### src/rtl/param_data_memory_if.sv
// Access bus of the parameterised data memory: read/write requests in,
// registered read word plus status flags out.
// Ports: MemRead, MemWrite, Address, WriteData (master -> memory);
//        ReadData, ReadValid, Busy, AddrError (memory -> master).
interface param_data_memory_if #(
    parameter int DATA_W = 8,
    parameter int ADDR_W = 8
);
    logic              MemRead;
    logic              MemWrite;
    logic [ADDR_W-1:0] Address;
    logic [DATA_W-1:0] WriteData;
    logic [DATA_W-1:0] ReadData;
    logic              ReadValid;
    logic              Busy;
    logic              AddrError;

    modport master (
        output MemRead, MemWrite, Address, WriteData,
        input  ReadData, ReadValid, Busy, AddrError
    );

    modport slave (
        input  MemRead, MemWrite, Address, WriteData,
        output ReadData, ReadValid, Busy, AddrError
    );
endinterface

### src/rtl/param_data_memory.sv
// Single-port register-file memory that fills itself (zero or signed ramp) after reset.
// Latency: read data and ReadValid/AddrError appear one cycle after the request.
// Backpressure: none; requests arriving while Busy is high are silently dropped.
// Ports: CLK (rising-edge clock), ResetN (synchronous active-low reset),
//        bus (slave side of param_data_memory_if: requests in, ReadData/flags out).
module param_data_memory #(
    parameter int DATA_W    = 8,
    parameter int ADDR_W    = 8,
    parameter int DEPTH     = 32,
    parameter int INIT_MODE = 1
) (
    input  logic                  CLK,
    input  logic                  ResetN,
    param_data_memory_if.slave    bus
);

    localparam int IDX_W = (DEPTH > 1) ? $clog2(DEPTH) : 1;
    localparam int HALF  = DEPTH / 2;

    typedef enum logic {
        ST_INIT,
        ST_IDLE
    } state_t;

    state_t             state_q, state_d;
    logic [IDX_W-1:0]   cnt_q, cnt_d;
    logic [DATA_W-1:0]  rdata_q, rdata_d;
    logic               rvalid_q, rvalid_d;
    logic               aerr_q, aerr_d;

    logic [DATA_W-1:0]  mem_q [DEPTH];

    logic               addr_ok;
    logic [IDX_W-1:0]   addr_idx;
    logic [DATA_W-1:0]  fill_val;
    logic               mem_we;
    logic [IDX_W-1:0]   mem_waddr;
    logic [DATA_W-1:0]  mem_wdata;

    // Range check uses the full address, so aliases above DEPTH never hit a row.
    assign addr_ok  = (32'(bus.Address) < DEPTH);
    assign addr_idx = bus.Address[IDX_W-1:0];

    // Lower half counts up from 0, upper half counts down from 0 (wraps to all-ones).
    always_comb begin
        fill_val = '0;
        if (INIT_MODE == 1) begin
            if (cnt_q < IDX_W'(HALF)) begin
                fill_val = DATA_W'(cnt_q);
            end else begin
                fill_val = DATA_W'(HALF) - DATA_W'(cnt_q);
            end
        end
    end

    always_comb begin
        state_d   = state_q;
        cnt_d     = cnt_q;
        mem_we    = 1'b0;
        mem_waddr = cnt_q;
        mem_wdata = fill_val;
        rdata_d   = '0;
        rvalid_d  = 1'b0;
        aerr_d    = 1'b0;

        case (state_q)
            ST_INIT: begin
                mem_we = 1'b1;
                if (cnt_q == IDX_W'(DEPTH - 1)) begin
                    state_d = ST_IDLE;
                    cnt_d   = '0;
                end else begin
                    cnt_d = cnt_q + IDX_W'(1);
                end
            end
            ST_IDLE: begin
                if (bus.MemWrite && addr_ok) begin
                    mem_we    = 1'b1;
                    mem_waddr = addr_idx;
                    mem_wdata = bus.WriteData;
                end
                // Read samples the array before this edge's write lands: old data wins.
                if (bus.MemRead) begin
                    rvalid_d = 1'b1;
                    if (addr_ok) begin
                        rdata_d = mem_q[addr_idx];
                    end
                end
                aerr_d = (bus.MemRead || bus.MemWrite) && !addr_ok;
            end
            default: begin
                state_d = ST_INIT;
                cnt_d   = '0;
            end
        endcase
    end

    always_ff @(posedge CLK) begin
        if (!ResetN) begin
            state_q  <= ST_INIT;
            cnt_q    <= '0;
            rdata_q  <= '0;
            rvalid_q <= 1'b0;
            aerr_q   <= 1'b0;
        end else begin
            state_q  <= state_d;
            cnt_q    <= cnt_d;
            rdata_q  <= rdata_d;
            rvalid_q <= rvalid_d;
            aerr_q   <= aerr_d;
        end
    end

    // Array has no reset of its own; the fill sequence rewrites every row.
    always_ff @(posedge CLK) begin
        if (ResetN && mem_we) begin
            mem_q[mem_waddr] <= mem_wdata;
        end
    end

    assign bus.ReadData  = rdata_q;
    assign bus.ReadValid = rvalid_q;
    assign bus.AddrError = aerr_q;
    // Reset term keeps Busy high while ResetN is held, even before the first edge.
    assign bus.Busy      = (state_q == ST_INIT) || !ResetN;

endmodule

### src/flat_wrapper.sv
// flat-port wrapper written by rule: the top's interface ports become plain ports
module param_data_memory_flat 
#(
    parameter int DATA_W    = 8,
    parameter int ADDR_W    = 8,
    parameter int DEPTH     = 32,
    parameter int INIT_MODE = 1
)
  (CLK, ResetN, bus_MemRead, bus_MemWrite, bus_Address, bus_WriteData, bus_ReadData, bus_ReadValid, bus_Busy, bus_AddrError);
  param_data_memory_if #(.DATA_W(DATA_W), .ADDR_W(ADDR_W)) bus_i ();
  input  logic CLK;
  input  logic ResetN;
  input wire logic [$bits(bus_i.MemRead)-1:0] bus_MemRead;
  input wire logic [$bits(bus_i.MemWrite)-1:0] bus_MemWrite;
  input wire logic [$bits(bus_i.Address)-1:0] bus_Address;
  input wire logic [$bits(bus_i.WriteData)-1:0] bus_WriteData;
  output wire logic [$bits(bus_i.ReadData)-1:0] bus_ReadData;
  output wire logic [$bits(bus_i.ReadValid)-1:0] bus_ReadValid;
  output wire logic [$bits(bus_i.Busy)-1:0] bus_Busy;
  output wire logic [$bits(bus_i.AddrError)-1:0] bus_AddrError;
  assign bus_i.MemRead = bus_MemRead;
  assign bus_i.MemWrite = bus_MemWrite;
  assign bus_i.Address = bus_Address;
  assign bus_i.WriteData = bus_WriteData;
  assign bus_ReadData = bus_i.ReadData;
  assign bus_ReadValid = bus_i.ReadValid;
  assign bus_Busy = bus_i.Busy;
  assign bus_AddrError = bus_i.AddrError;
  param_data_memory #(.DATA_W(DATA_W), .ADDR_W(ADDR_W), .DEPTH(DEPTH), .INIT_MODE(INIT_MODE)) u_core (.CLK(CLK), .ResetN(ResetN), .bus(bus_i));
endmodule
### config.mk
export PLATFORM = sky130hd
export DESIGN_NAME = param_data_memory_flat
export DESIGN_NICKNAME = d
export VERILOG_FILES = /design/src/rtl/param_data_memory_if.sv /design/src/rtl/param_data_memory.sv /design/src/flat_wrapper.sv
export SDC_FILE = /design/constraint.sdc
export NUM_CORES = 1
export LEC_CHECK = 0
export CORE_MARGIN = 2
export CORE_UTILIZATION = 40
export DETAILED_ROUTE_END_ITERATION = 8
export PLACE_DENSITY = 0.68
export SYNTH_ARGS = -nofsm -noshare
export SYNTH_HDL_FRONTEND = slang
export SYNTH_SLANG_ARGS = --single-unit
### constraint.sdc
create_clock -name CLK -period 3.3 [get_ports CLK]
set_input_delay 0.66 -clock CLK [delete_from_list [all_inputs] [get_ports CLK]]
set_output_delay 0.66 -clock CLK [all_outputs]
set_load 0.1 [all_outputs]
==> flow_metrics.tcl <==
set metrics [dict create \
    drive_above_1_share 0.262 \
    cp_max_fo 20 \
    syn_area_um2 10900 \
    path_class "reg -> reg" \
    design_area_um2 12800 \
    area_growth_pct 17.7 \
    num_vias 5849 \
    slew-limit-headroom 0.259 \
    hold_viol 0 \
    cp_data_required_time_ns 3.63 \
    holdPathEnd "u_core.cnt_q[3]" \
    r2r-end "u_core.mem_q[22][2]" \
    fmax_ghz 0.348 \
    ys_seq_elements 272 \
    r2r-start "u_core.cnt_q[0]" \
    rrSetupSlack_ns 0.43 \
    first_pass_iters 5 \
    post_cts_buffers 0 \
    clk_path_buf_depth 3 \
    placed_cell_area_um2 11900 \
    io_buffers 30 \
    endpoint_kind "register" \
    gp_congestion 0.875 \
    clkTransAtPathRegs_ns 0.06 \
    cts_buffers 28 \
    synth_top_cell_by_area "edfxtp_1" \
    drtAntennaViolNets 0 \
    p_comb_frac 0.051 \
    fin_crit_sh 0.871 \
    yosysMostFrequentCell "edfxtp_1" \
    grt_pass1_vias 5945 \
    wl_per_cell_um 23.6 \
    clkSinkCount 272 \
    drv_cap 0 \
    synth_common_cells "edfxtp_1, mux4_2, nor2_1" \
    fin_crit_ns 2.87 \
    netSwitchingFraction 0.203 \
    yosysUniqueCellTypes 47 \
    hpwl_um 15200 \
    antenna_found_initial 0 \
    rsz0062_at_grt "false" \
    die_w_um 169 \
    yosysSeqAreaShare 0.736 \
    hold_class "reg -> reg" \
    clock_latency_ns 0.54 \
    synth_edf_count 256 \
    cts_tree "yes" \
    r2r_cells 9 \
    min_from "u_core.cnt_q[0]" \
    htreeDepth 1 \
    core_um2 26800 \
    synth_top_area_frac 0.707 \
    finalSetupViolations 0 \
    fin_skew_ns 0.0197 \
    grt_max_degree 43 \
    grt_usage 0.171 \
    cts.hold.buffers_added 0 \
    num-nets-final 681 \
    placementRows 60 \
    drt_iter0_markers 566 \
    drc 0 \
    syn_area_per_cell_um2 18.9 \
    synth_warnings 0 \
    dieArea_um2 28500 \
    async_flop_share 0 \
    status "finished clean" \
    worst_pin_slew_ns 1.10 \
    p_leak_nw 4.27 \
    ir_worst_vdd_mv 0.452 \
    critical_path_arrival_ns 3.20 \
    cellPowerDensity_nw_per_um2 566 \
    power_switching_mw 1.47 \
    slew_viol_final 0 \
    totalNegativeSetupSlack_ns 0 \
    routed_wl_um 24100 \
    hold_depth 2 \
    n_antenna_cell 0 \
    io_pins 31 \
    yosys-top-cells-area "edfxtp_1, mux4_2, mux2i_1" \
    synth_flop_cell "edfxtp_1" \
    grt_pass1_wl_um 36300 \
    p_int_mw 5.78 \
    synth_cells 577 \
    p_clk_frac 0.426 \
    seqPwrFrac 0.523 \
    viasPerCell 5.73 \
    initial_core_util 0.406 \
    cts_root_buffer "clkbuf_16" \
    cts_resized 0 \
    syn_nets 601 \
    die_h_um 169 \
    startpoint_type "register" \
    gr-total-overflow 0 \
]
stage by stage:
stage	utilization	std cells	setup WS, ns	hold WS [ns]	power (mW)
after CTS	0.478	1020	0.372	0.633	7.31
after floorplan	-	577	0.0217	0.643	4.09
after global routing	0.478	1020	0.185	0.686	7.46
final	0.478	1020	0.425	0.644	7.25
after global placement	0.444	968	0.125	0.592	4.22
after detailed placement	0.444	968	0.0949	0.620	4.23
power by group through the flow:
stage | combinational [mW] | sequential (mW) | clock, mW
after floorplan | 0.232 | 3.85 | 0
after CTS | 0.372 | 3.79 | 3.15
after detailed placement | 0.370 | 3.86 | 0
final | 0.372 | 3.79 | 3.09
after global routing | 0.396 | 3.79 | 3.27
after global placement | 0.361 | 3.86 | 0
kinds of logic (layout without fill, tap and decap cells):
logic type | count (synthesis) | after routing | share of synthesized area
compound gates | 81 | 81 | 0.0538
xor+xnor | 1 | 1 | 0.000805
fa+ha+maj | 4 | 4 | 0.00460
buf+inv | 42 | 144 | 0.0179
flops | 272 | 272 | 0.736
mux | 90 | 90 | 0.147
simple gates | 87 | 87 | 0.0397
worst max path at each step:
stage               startpoint                   to  slack [ns]  cells past startpoint
2_1_floorplan  u_core.cnt_q[0]   u_core.mem_q[0][3]        0.02                      8
3_3_place_gp    bus_Address[7]   u_core.mem_q[1][5]        0.12                      6
3_5_place_dp    bus_Address[7]  u_core.mem_q[29][7]        0.09                      6
4_1_cts        u_core.cnt_q[0]  u_core.mem_q[29][2]        0.37                      9
5_1_grt        u_core.cnt_q[0]  u_core.mem_q[20][2]        0.19                      9
6_report       u_core.cnt_q[0]  u_core.mem_q[22][2]        0.43                      9
cell usage in the layout, fill, tap and decap left out, types with 5 or more instances in the layout:
cell | synthesis | layout
a221o_1 | 8 | 8
nor2b_1 | 8 | 8
edfxtp_1 | 256 | 256
dfxtp_1 | 16 | 16
nor2_2 | 8 | 8
mux4_2 | 56 | 56
inv_1 | 5 | 5
clkbuf_16 | 0 | 28
a22oi_1 | 9 | 9
a221oi_1 | 7 | 7
o21ai_0 | 15 | 12
nand2_1 | 14 | 14
mux2i_1 | 34 | 34
buf_4 | 3 | 64
a31oi_1 | 14 | 14
clkdlybuf4s50_1 | 0 | 17
clkbuf_1 | 17 | 11
nor2_1 | 38 | 38
flip-flops by register name, summed over array words and instances (netlist names):
name and flops:
u_core.cnt_q 5, u_core.bus.ReadValid 1, u_core.state_q 1, u_core.mem_q 256, u_core.bus.ReadData 8, u_core.bus.AddrError 1
critical path, stage by stage, from the launching register on:
cell     delay (ns)
dfxtp_1        0.51
inv_1          0.17
ha_1           0.25
nor3b_1        0.16
ha_1           0.24
nor2_1         0.20
nor2_1         0.08
xnor2_1        0.14
a21oi_2        0.50
buf_4          0.40
cell type report:
type	instances	area, um2
multi-input combinational	263	2710
clock inverter	11	138
sequential	272	8010
timing repair buffer	86	736
clock buffer	41	769
inverter	6	22.5
tap	341	427
fill	2166	14000
metal layers:
metal	up-vias	GRT usage	routed length, um
met1	3001	0.233	10000
met5	-	0	0
met4	0	0.0480	514
met2	275	0.278	11700
li1	2536	-	-
met3	37	0.0372	1860
Note: power is estimated with default switching activity, not from simulation.
